<file path="config.mk">
export PLATFORM = sky130hd
export DESIGN_NAME = corr_accum_dump
export DESIGN_NICKNAME = d
export VERILOG_FILES = /design/src/rtl/corr_accum_dump.sv
export SDC_FILE = /design/constraint.sdc
export NUM_CORES = 1
export LEC_CHECK = 0
export ABC_AREA = 1
export CORE_MARGIN = 5
export CORE_UTILIZATION = 50
export DETAILED_ROUTE_END_ITERATION = 16
export GPL_ROUTABILITY_DRIVEN = 0
export PLACE_DENSITY_LB_ADDON = 0.3
export SLEW_MARGIN = 20
export SYNTH_ARGS = -nofsm -noshare
export SYNTH_HDL_FRONTEND = slang
export SYNTH_SLANG_ARGS = --single-unit
</file>
<file path="constraint.sdc">
create_clock -name clk -period 4.9 [get_ports clk]
set_input_delay 0.49 -clock clk [delete_from_list [all_inputs] [get_ports clk]]
set_output_delay 0.49 -clock clk [all_outputs]
set_load 0.02 [all_outputs]
</file>
<file path="src/rtl/corr_accum_dump.sv">
// corr_accum_dump: windowed saturating integrator for correlation products.
// Sums CORR_LEN signed products per window and dumps sum/flag/index on AXIS.
//
// Ports:
//   clk, sync_reset              clock, synchronous active-high reset
//   s_axis_tvalid/tdata/tready   48-bit product input (low IN_WIDTH bits used)
//   threshold                    unsigned |sum| threshold, sampled at window close
//   m_axis_tvalid/tready         dump handshake
//   m_axis_tdata                 signed saturated window sum
//   m_axis_tuser                 |sum| >= threshold
//   m_axis_tindex                window number, wraps modulo 2^IDX_WIDTH
module corr_accum_dump #(
    parameter int IN_WIDTH  = 18,
    parameter int ACC_WIDTH = 32,
    parameter int CORR_LEN  = 64,
    parameter int IDX_WIDTH = 16
) (
    input  logic                 clk,
    input  logic                 sync_reset,
    input  logic                 s_axis_tvalid,
    input  logic [47:0]          s_axis_tdata,
    output logic                 s_axis_tready,
    input  logic [ACC_WIDTH-2:0] threshold,
    output logic                 m_axis_tvalid,
    output logic [ACC_WIDTH-1:0] m_axis_tdata,
    output logic                 m_axis_tuser,
    output logic [IDX_WIDTH-1:0] m_axis_tindex,
    input  logic                 m_axis_tready
);

    localparam int CNT_W = $clog2(CORR_LEN);
    localparam logic [CNT_W-1:0] LAST = CNT_W'(CORR_LEN - 1);
    localparam int SUM_W =
        ((IN_WIDTH > ACC_WIDTH) ? IN_WIDTH : ACC_WIDTH) + 1;

    localparam logic signed [SUM_W-1:0] MAX_S =
        {{(SUM_W-ACC_WIDTH+1){1'b0}}, {(ACC_WIDTH-1){1'b1}}};
    localparam logic signed [SUM_W-1:0] MIN_S =
        {{(SUM_W-ACC_WIDTH+1){1'b1}}, {(ACC_WIDTH-1){1'b0}}};

    logic signed [ACC_WIDTH-1:0] acc_q, acc_d;
    logic [CNT_W-1:0]            cnt_q, cnt_d;
    logic [IDX_WIDTH-1:0]        win_q, win_d;
    logic                        dvld_q, dvld_d;
    logic [ACC_WIDTH-1:0]        ddata_q, ddata_d;
    logic                        duser_q, duser_d;
    logic [IDX_WIDTH-1:0]        didx_q, didx_d;

    logic signed [IN_WIDTH-1:0]  x_in;
    logic signed [ACC_WIDTH-1:0] base;
    logic signed [SUM_W-1:0]     sum_w;
    logic signed [ACC_WIDTH-1:0] sat;
    logic [ACC_WIDTH-1:0]        mag;
    logic                        above;
    logic                        accept;
    logic                        close;
    logic                        unused_hi;

    assign unused_hi = ^s_axis_tdata[47:IN_WIDTH];
    assign x_in = s_axis_tdata[IN_WIDTH-1:0];

    // The first product of a window replaces the running sum.
    assign base  = (cnt_q == '0) ? '0 : acc_q;
    assign sum_w = SUM_W'(base) + SUM_W'(x_in);

    always_comb begin
        sat = sum_w[ACC_WIDTH-1:0];
        if (sum_w > MAX_S) begin
            sat = MAX_S[ACC_WIDTH-1:0];
        end else if (sum_w < MIN_S) begin
            sat = MIN_S[ACC_WIDTH-1:0];
        end
    end

    // Unsigned negate: the most-negative value maps to 2^(ACC_WIDTH-1).
    assign mag   = sat[ACC_WIDTH-1] ? (~sat + ACC_WIDTH'(1)) : sat;
    assign above = (mag >= {1'b0, threshold});

    // Only the window-closing product needs the dump register, so
    // mid-window products keep flowing while a dump is held.
    assign s_axis_tready = ~dvld_q | m_axis_tready | (cnt_q != LAST);

    assign accept = s_axis_tvalid & s_axis_tready;
    assign close  = accept & (cnt_q == LAST);

    always_comb begin
        acc_d   = acc_q;
        cnt_d   = cnt_q;
        win_d   = win_q;
        dvld_d  = dvld_q;
        ddata_d = ddata_q;
        duser_d = duser_q;
        didx_d  = didx_q;

        if (dvld_q & m_axis_tready) begin
            dvld_d = 1'b0;
        end

        if (accept) begin
            acc_d = sat;
            cnt_d = cnt_q + CNT_W'(1);
        end

        // A close on the handshake cycle overrides the clear above.
        if (close) begin
            cnt_d   = '0;
            win_d   = win_q + IDX_WIDTH'(1);
            dvld_d  = 1'b1;
            ddata_d = sat;
            duser_d = above;
            didx_d  = win_q;
        end
    end

    always_ff @(posedge clk) begin
        if (sync_reset) begin
            acc_q   <= '0;
            cnt_q   <= '0;
            win_q   <= '0;
            dvld_q  <= 1'b0;
            ddata_q <= '0;
            duser_q <= 1'b0;
            didx_q  <= '0;
        end else begin
            acc_q   <= acc_d;
            cnt_q   <= cnt_d;
            win_q   <= win_d;
            dvld_q  <= dvld_d;
            ddata_q <= ddata_d;
            duser_q <= duser_d;
            didx_q  <= didx_d;
        end
    end

    assign m_axis_tvalid = dvld_q;
    assign m_axis_tdata  = ddata_q;
    assign m_axis_tuser  = duser_q;
    assign m_axis_tindex = didx_q;

endmodule
</file>
# Word-level counts from Yosys, hierarchy flattened
# Cells that the tools add are included.
op_classes:
  n_mux: 6
  order_cmp: 3
  reduce_logical: 3
  addsub: 4
  eq_ne: 2
  bitwise_logic: 7
ops:
  columns: ["op", "count"]
  rows:
  - ["$mux W32", 4]
  - ["$add A32 B18 Y33", 1]
  - ["$gt A33 B32 Y1 const B", 1]
  - ["$lt A33 B32 Y1 const B", 1]
  - ["$add A32 B2 Y32 const B", 1]
  - ["$ge A32 B31 Y1", 1]
  - ["$not A32 Y32", 1]
  - ["$add A16 B1 Y16 const B", 1]
  - ["$add A6 B1 Y6 const B", 1]
  - ["$eq A6 B6 Y1 const B", 1]
  - ["$logic_not A6 Y1", 1]
  - ["$ne A6 B6 Y1 const B", 1]
  - ["$and A1 B1 Y1", 3]
  - ["$mux W1", 2]
  - ["$or A1 B1 Y1", 2]
  - ["$reduce_bool A2 Y1", 1]
  - ["$reduce_or A2 Y1", 1]
  - ["$not A1 Y1", 1]
totals:
  reg_bits: 104
  word_cells: 32
  input_bits: 83
  out_inout_bits: 51

# Longest topological paths before layout
logic_depth:
  depth_word: 10
  mapped_depth: 50
  depth_no_buf: 49

# Least setup slack after synthesis
# OpenSTA, ideal clock, no wires.
synth_timing:
  path_type: "reg2reg"
  start: "reg cnt_q[0]"
  end: "reg duser_q, in the netlist m_axis_tuser"
  path_stages_with_launch: 41
  required_time_ps: 4830
  arrival_ps: 4708
  setup_slack_ps: 122
  setup_ps: 70
  path_cell_list: "dfxtp_1 > inv_1 > ha_1 > nand3_1 > clkbuf_1 > nand2_1 > inv_1 > ha_1 > or2_1 > nand3_1 > nand2_1 > nand2_1 > nand2_2 > nand2_1 > nand3_1 > nand4_1 > buf_4 > buf_6 > [5 not listed] > nand2_1 > nor2_2 > nand2_1 > nand3_1 > nand2_1 > ha_1 > nand2_1 > o21a_1 > o221a_2 > nand2_1 > nand2_1 > nand2_1 > nand2_1 > nand2_1 > nand2_1 > nand2_1 > nor2_1 > a21oi_1"
synth_between:
  elab_chain_cells: 10
synth_rtl:
  columns: ["item", "line", "text"]
  rows:
  - ["from (decl)", "42", "logic [CNT_W-1:0] cnt_q, cnt_d;"]
  - ["from (signal assigned)", "126", "cnt_q <= cnt_d;"]
  - ["$logic_not A6 Y1", "63", "assign base = (cnt_q == '0) ? '0 : acc_q;"]
  - ["$mux W32", "63", null]
  - ["$add A32 B18 Y33", "64", "assign sum_w = SUM_W'(base) + SUM_W'(x_in);"]
  - ["$lt A33 B32 Y1", "70", "end else if (sum_w < MIN_S) begin"]
  - ["$mux W32", "70", null]
  - ["$mux W32", "68", "if (sum_w > MAX_S) begin"]
  - ["$not A32 Y32", "76", "assign mag = sat[ACC_WIDTH-1] ? (~sat + ACC_WIDTH'(1)) : sat;"]
  - ["$add A32 B2 Y32", "76", null]
  - ["$mux W32", "76", null]
  - ["$ge A32 B31 Y1", "77", "assign above = (mag >= {1'b0, threshold});"]
  - ["to (signal assigned)", "130", "duser_q <= duser_d;"]
  - ["to (decl)", "46", "logic duser_q, duser_d;"]
# Parallel ways exist; a longest one is shown, timed or not.
# A chain may end at the register's enable or synchronous reset.

# Final worst setup path
# Same ends and word-level chain as after synthesis.

==> summary.md <==
| Metric | Value |
|---|---|
| Total gr overflow | `0` |
| Worst r2r dst | `m_axis_tuser` |
| Final std cells w/o fill | `1980` |
| Worst Hold End | `m_axis_tindex[0]` |
| Initial antenna violation count | `0` |
| CTS Buf Count | `9` |
| Peak Freq | `0.1900 GHz` |
| HP Start | `m_axis_tindex[0]` |
| Async SR Flop Fraction | `0` |
| Die footprint | `20180 µm²` |
| Synth warnings | `0` |
| H-Tree Depth | `3` |
| Hold depth | `2` |
| Arrival time at the worst endpoint | `5.56 ns` |
| Post-DP HPWL | `roughly 21000 µm` |
| Post-synth EDFFs | `0` |
| Clock Skew | `between 0.007 and 0.008 ns` |
| Crit start category | `flop` |
| Relative slew margins | `0.5923` |
| CORE AREA | `17180 µm²` |
| Port-buffer cells | `103` |
| Min-delay worst type | `reg -> reg` |
| Die Wd | `142.1 µm` |
| Fin nets | `1901` |
| DR vias/cell | `5.259` |
| Initial Util | `0.5076` |
| Worst setup EP type | `flop` |
| Root Buffer | `clkbuf_16` |
| Residual DRC | `0` |
| Critical Path RT | `5.19 ns` |
| Die Y | `142.1 µm` |
| Yosys cell types | `37` |
| Outcome | `finished with violations` |
| Ant. Diodes | `0` |
| CTS tree | `yes` |
| Syn_area_per_cell | `5.939 µm²` |
| Max-Cap Viols | `0` |
| WS Path Type | `reg -> reg` |
| Most frequent cells in the layout | `400 x nand2_1, 271 x inv_1, 192 x buf_4, 142 x nor2_1, 103 x clkdlybuf4s50_1` |
| Most common cell after layout, fill and taps aside | `nand2_1` |
| R2R depth | `47` |
| Placed cell count | `1946` |
| Synth-to-Final Area Change | `43.30%` |
| Failing checks | `negative setup slack` |
| Final Critical Period | `5.263 ns` |
| Vias post-DR | `~10000` |
| CP most frequent cell | `nand2_1` |
| First-pass DRT Iterations | `6` |
| I/O pin count | `roughly 130` |
| ANT nets after route | `0` |
| RR Startpoint | `cnt_q[0]` |
| Clk sink count | `104` |
| Slowest-stage cell, CP | `ha_1` |
| First-iteration detailed-routing DRC count | `807` |
| Final Max Tran Viols | `0` |
| Setup ws final | `-0.3625 ns` |
| Worst path max stage delay | `about 0.35 ns` |
| Critical path peak fanout | `9` |
| RSZ-0062 raised after global routing | `true` |
| Period utilization | `1.074` |
| Cell leakage power | `6.777 nW` |
| Worst Tran Pin Value | `between 0.6 and 0.7 ns` |
| Peak VDD IR | `about 290 µV` |
| Worst-path clk slew | `around 0.070 ns` |
| Synth Cell Area | `8718 µm²` |
| Worst skew pair latency | `approximately 0.37 ns` |
| Largest net degree at the start of global routing | `67` |
| Vias in the first global route | `around 10000` |
| Syn Nets | `1619` |
| Power Dens Cells | `273.8 nW/µm²` |
| #FFs+latches synth | `104` |
| Post-synthesis sequential area ratio | `0.2388` |
| GRT Overall Usage | `0.2826` |
| Row count | `between 40 and 50` |
| Wirelength, routed | `30000 µm` |
| Drt wl/cell | `between 15 and 20 µm` |
| Pwr Total | `3.421 mW` |
| R2R setup slack | `-0.36 ns` |
| Final Hold Vio Count | `0` |
| Layout cell share with drive strength beyond 1 | `0.2068` |
| Primary FF master, synth | `dfxtp_1` |
| Setup violators final | `1` |
| Setup total negative slack | `-0.3625 ns` |
| CTS Buffer Depth | `2` |
| Syn Inst Count | `1468` |
| First-pass GRT wire length | `46980 µm` |
[registers in the layout, indices dropped and copies added (netlist names)]
signal         flops
acc_q             32
m_axis_tuser       1
m_axis_tvalid      1
m_axis_tdata      32
m_axis_tindex     16
win_q             16
cnt_q              6
[per-layer routing]
layer,wire [µm],track usage,share of wire,vias up
met5,0,0,0,-
met4,1530,0.1364,0.051,0
met3,1906,0.04066,0.064,110
met2,14470,0.4899,0.48,459
met1,12090,0.3429,0.40,4722
li1,-,-,-,5122
[report_power, final]
group	switching, mW	leakage (nW)	total, mW	internal [mW]
clock network	0.357	0.160	0.791	0.435
logic	0.964	5.77	1.73	0.768
registers	0.0214	0.848	0.898	0.877
total	1.34	6.78	3.42	2.08
[logic make-up after synthesis]
| kind of cell | synth area share |
|---|---|
| XOR/XNOR | 0.03215 |
| flip-flops | 0.2388 |
| AO/OA/AOI/OAI | 0.1366 |
| AND/OR/NAND/NOR | 0.3499 |
| adder cells (fa/ha/maj) | 0.09845 |
| buffers and inverters | 0.1441 |
[repair_timing]
action	4_1_cts	5_1_grt
pin swaps	31	16
gates cloned	4	0
endpoints found under the setup margin	1	1
buffers inserted	8	6
gates resized for setup	111	31
hold buffers	0	0
[cells in the mapped netlist, drive strengths merged, types with 3 or more instances]
master    n  area share
o21bai   28       0.024
o21a      4      0.0034
a21oi    69       0.040
xor2     24       0.024
nor3     20       0.011
nand3b    4      0.0034
nor4      3      0.0022
dfxtp   104        0.24
nand3    80       0.049
buf      13       0.010
o211ai   26       0.022
clkbuf   30       0.013
xnor2     8      0.0080
nand4     7      0.0050
o21ai    70       0.040
nor2    161       0.072
nand2   454        0.20
a211oi    4      0.0034
inv     279        0.12
a31oi     3      0.0022
ha       67       0.096
[worst max-delay path: cells and delay by family, from the launching register on]
kind,cells,cell delay (ns)
adders and majority gates,3,0.85
buffers and inverters,8,0.92
AOI/OAI and AO/OA,2,0.30
DFF,1,0.32
and+or+nand+nor,33,2.53
xor gates and xnor gates,1,0.26
[worst max-delay path by stage]
| stage | from | endpoint | slack, ns | cells after the start |
|---|---|---|---|---|
| after detailed placement | s_axis_tdata[17] | m_axis_tuser | -0.35 | 36 |
| final | cnt_q[0] | m_axis_tuser | -0.36 | 47 |
| after CTS | cnt_q[0] | m_axis_tuser | -0.004 | 50 |
| after global routing | cnt_q[0] | m_axis_tuser | -0.77 | 47 |
| after floorplan | cnt_q[0] | m_axis_tuser | 0.12 | 40 |
| after global placement | s_axis_tdata[17] | m_axis_tuser | -0.19 | 36 |
[final cells by class]
| cell class | instances | area (µm²) |
|---|---|---|
| Multi-Input combinational cell | 1041 | 5959 |
| Fill cell | 1355 | 4683 |
| Timing Repair Buffer | 313 | 2789 |
| Sequential cell | 104 | 2086 |
| Inverter | 281 | 1055 |
| Tap cell | 225 | 281.5 |
| Clock buffer | 11 | 252.7 |
| Clock inverter | 5 | 70.07 |
[per-stage QoR]
step	hold slack [ns]	setup WS (ns)	utilization	area [µm²]
6_report	0.4513	-0.3625	0.7273	12490
5_1_grt	0.4805	-0.7717	0.7273	12490
4_1_cts	0.4563	-0.003673	0.7147	12280
3_3_place_gp	0.4383	-0.1908	0.6588	11320
2_1_floorplan	0.4543	0.1220	-	8718
3_5_place_dp	0.4356	-0.3509	0.6588	11320
No activity file was read; power rests on OpenSTA's default activity.
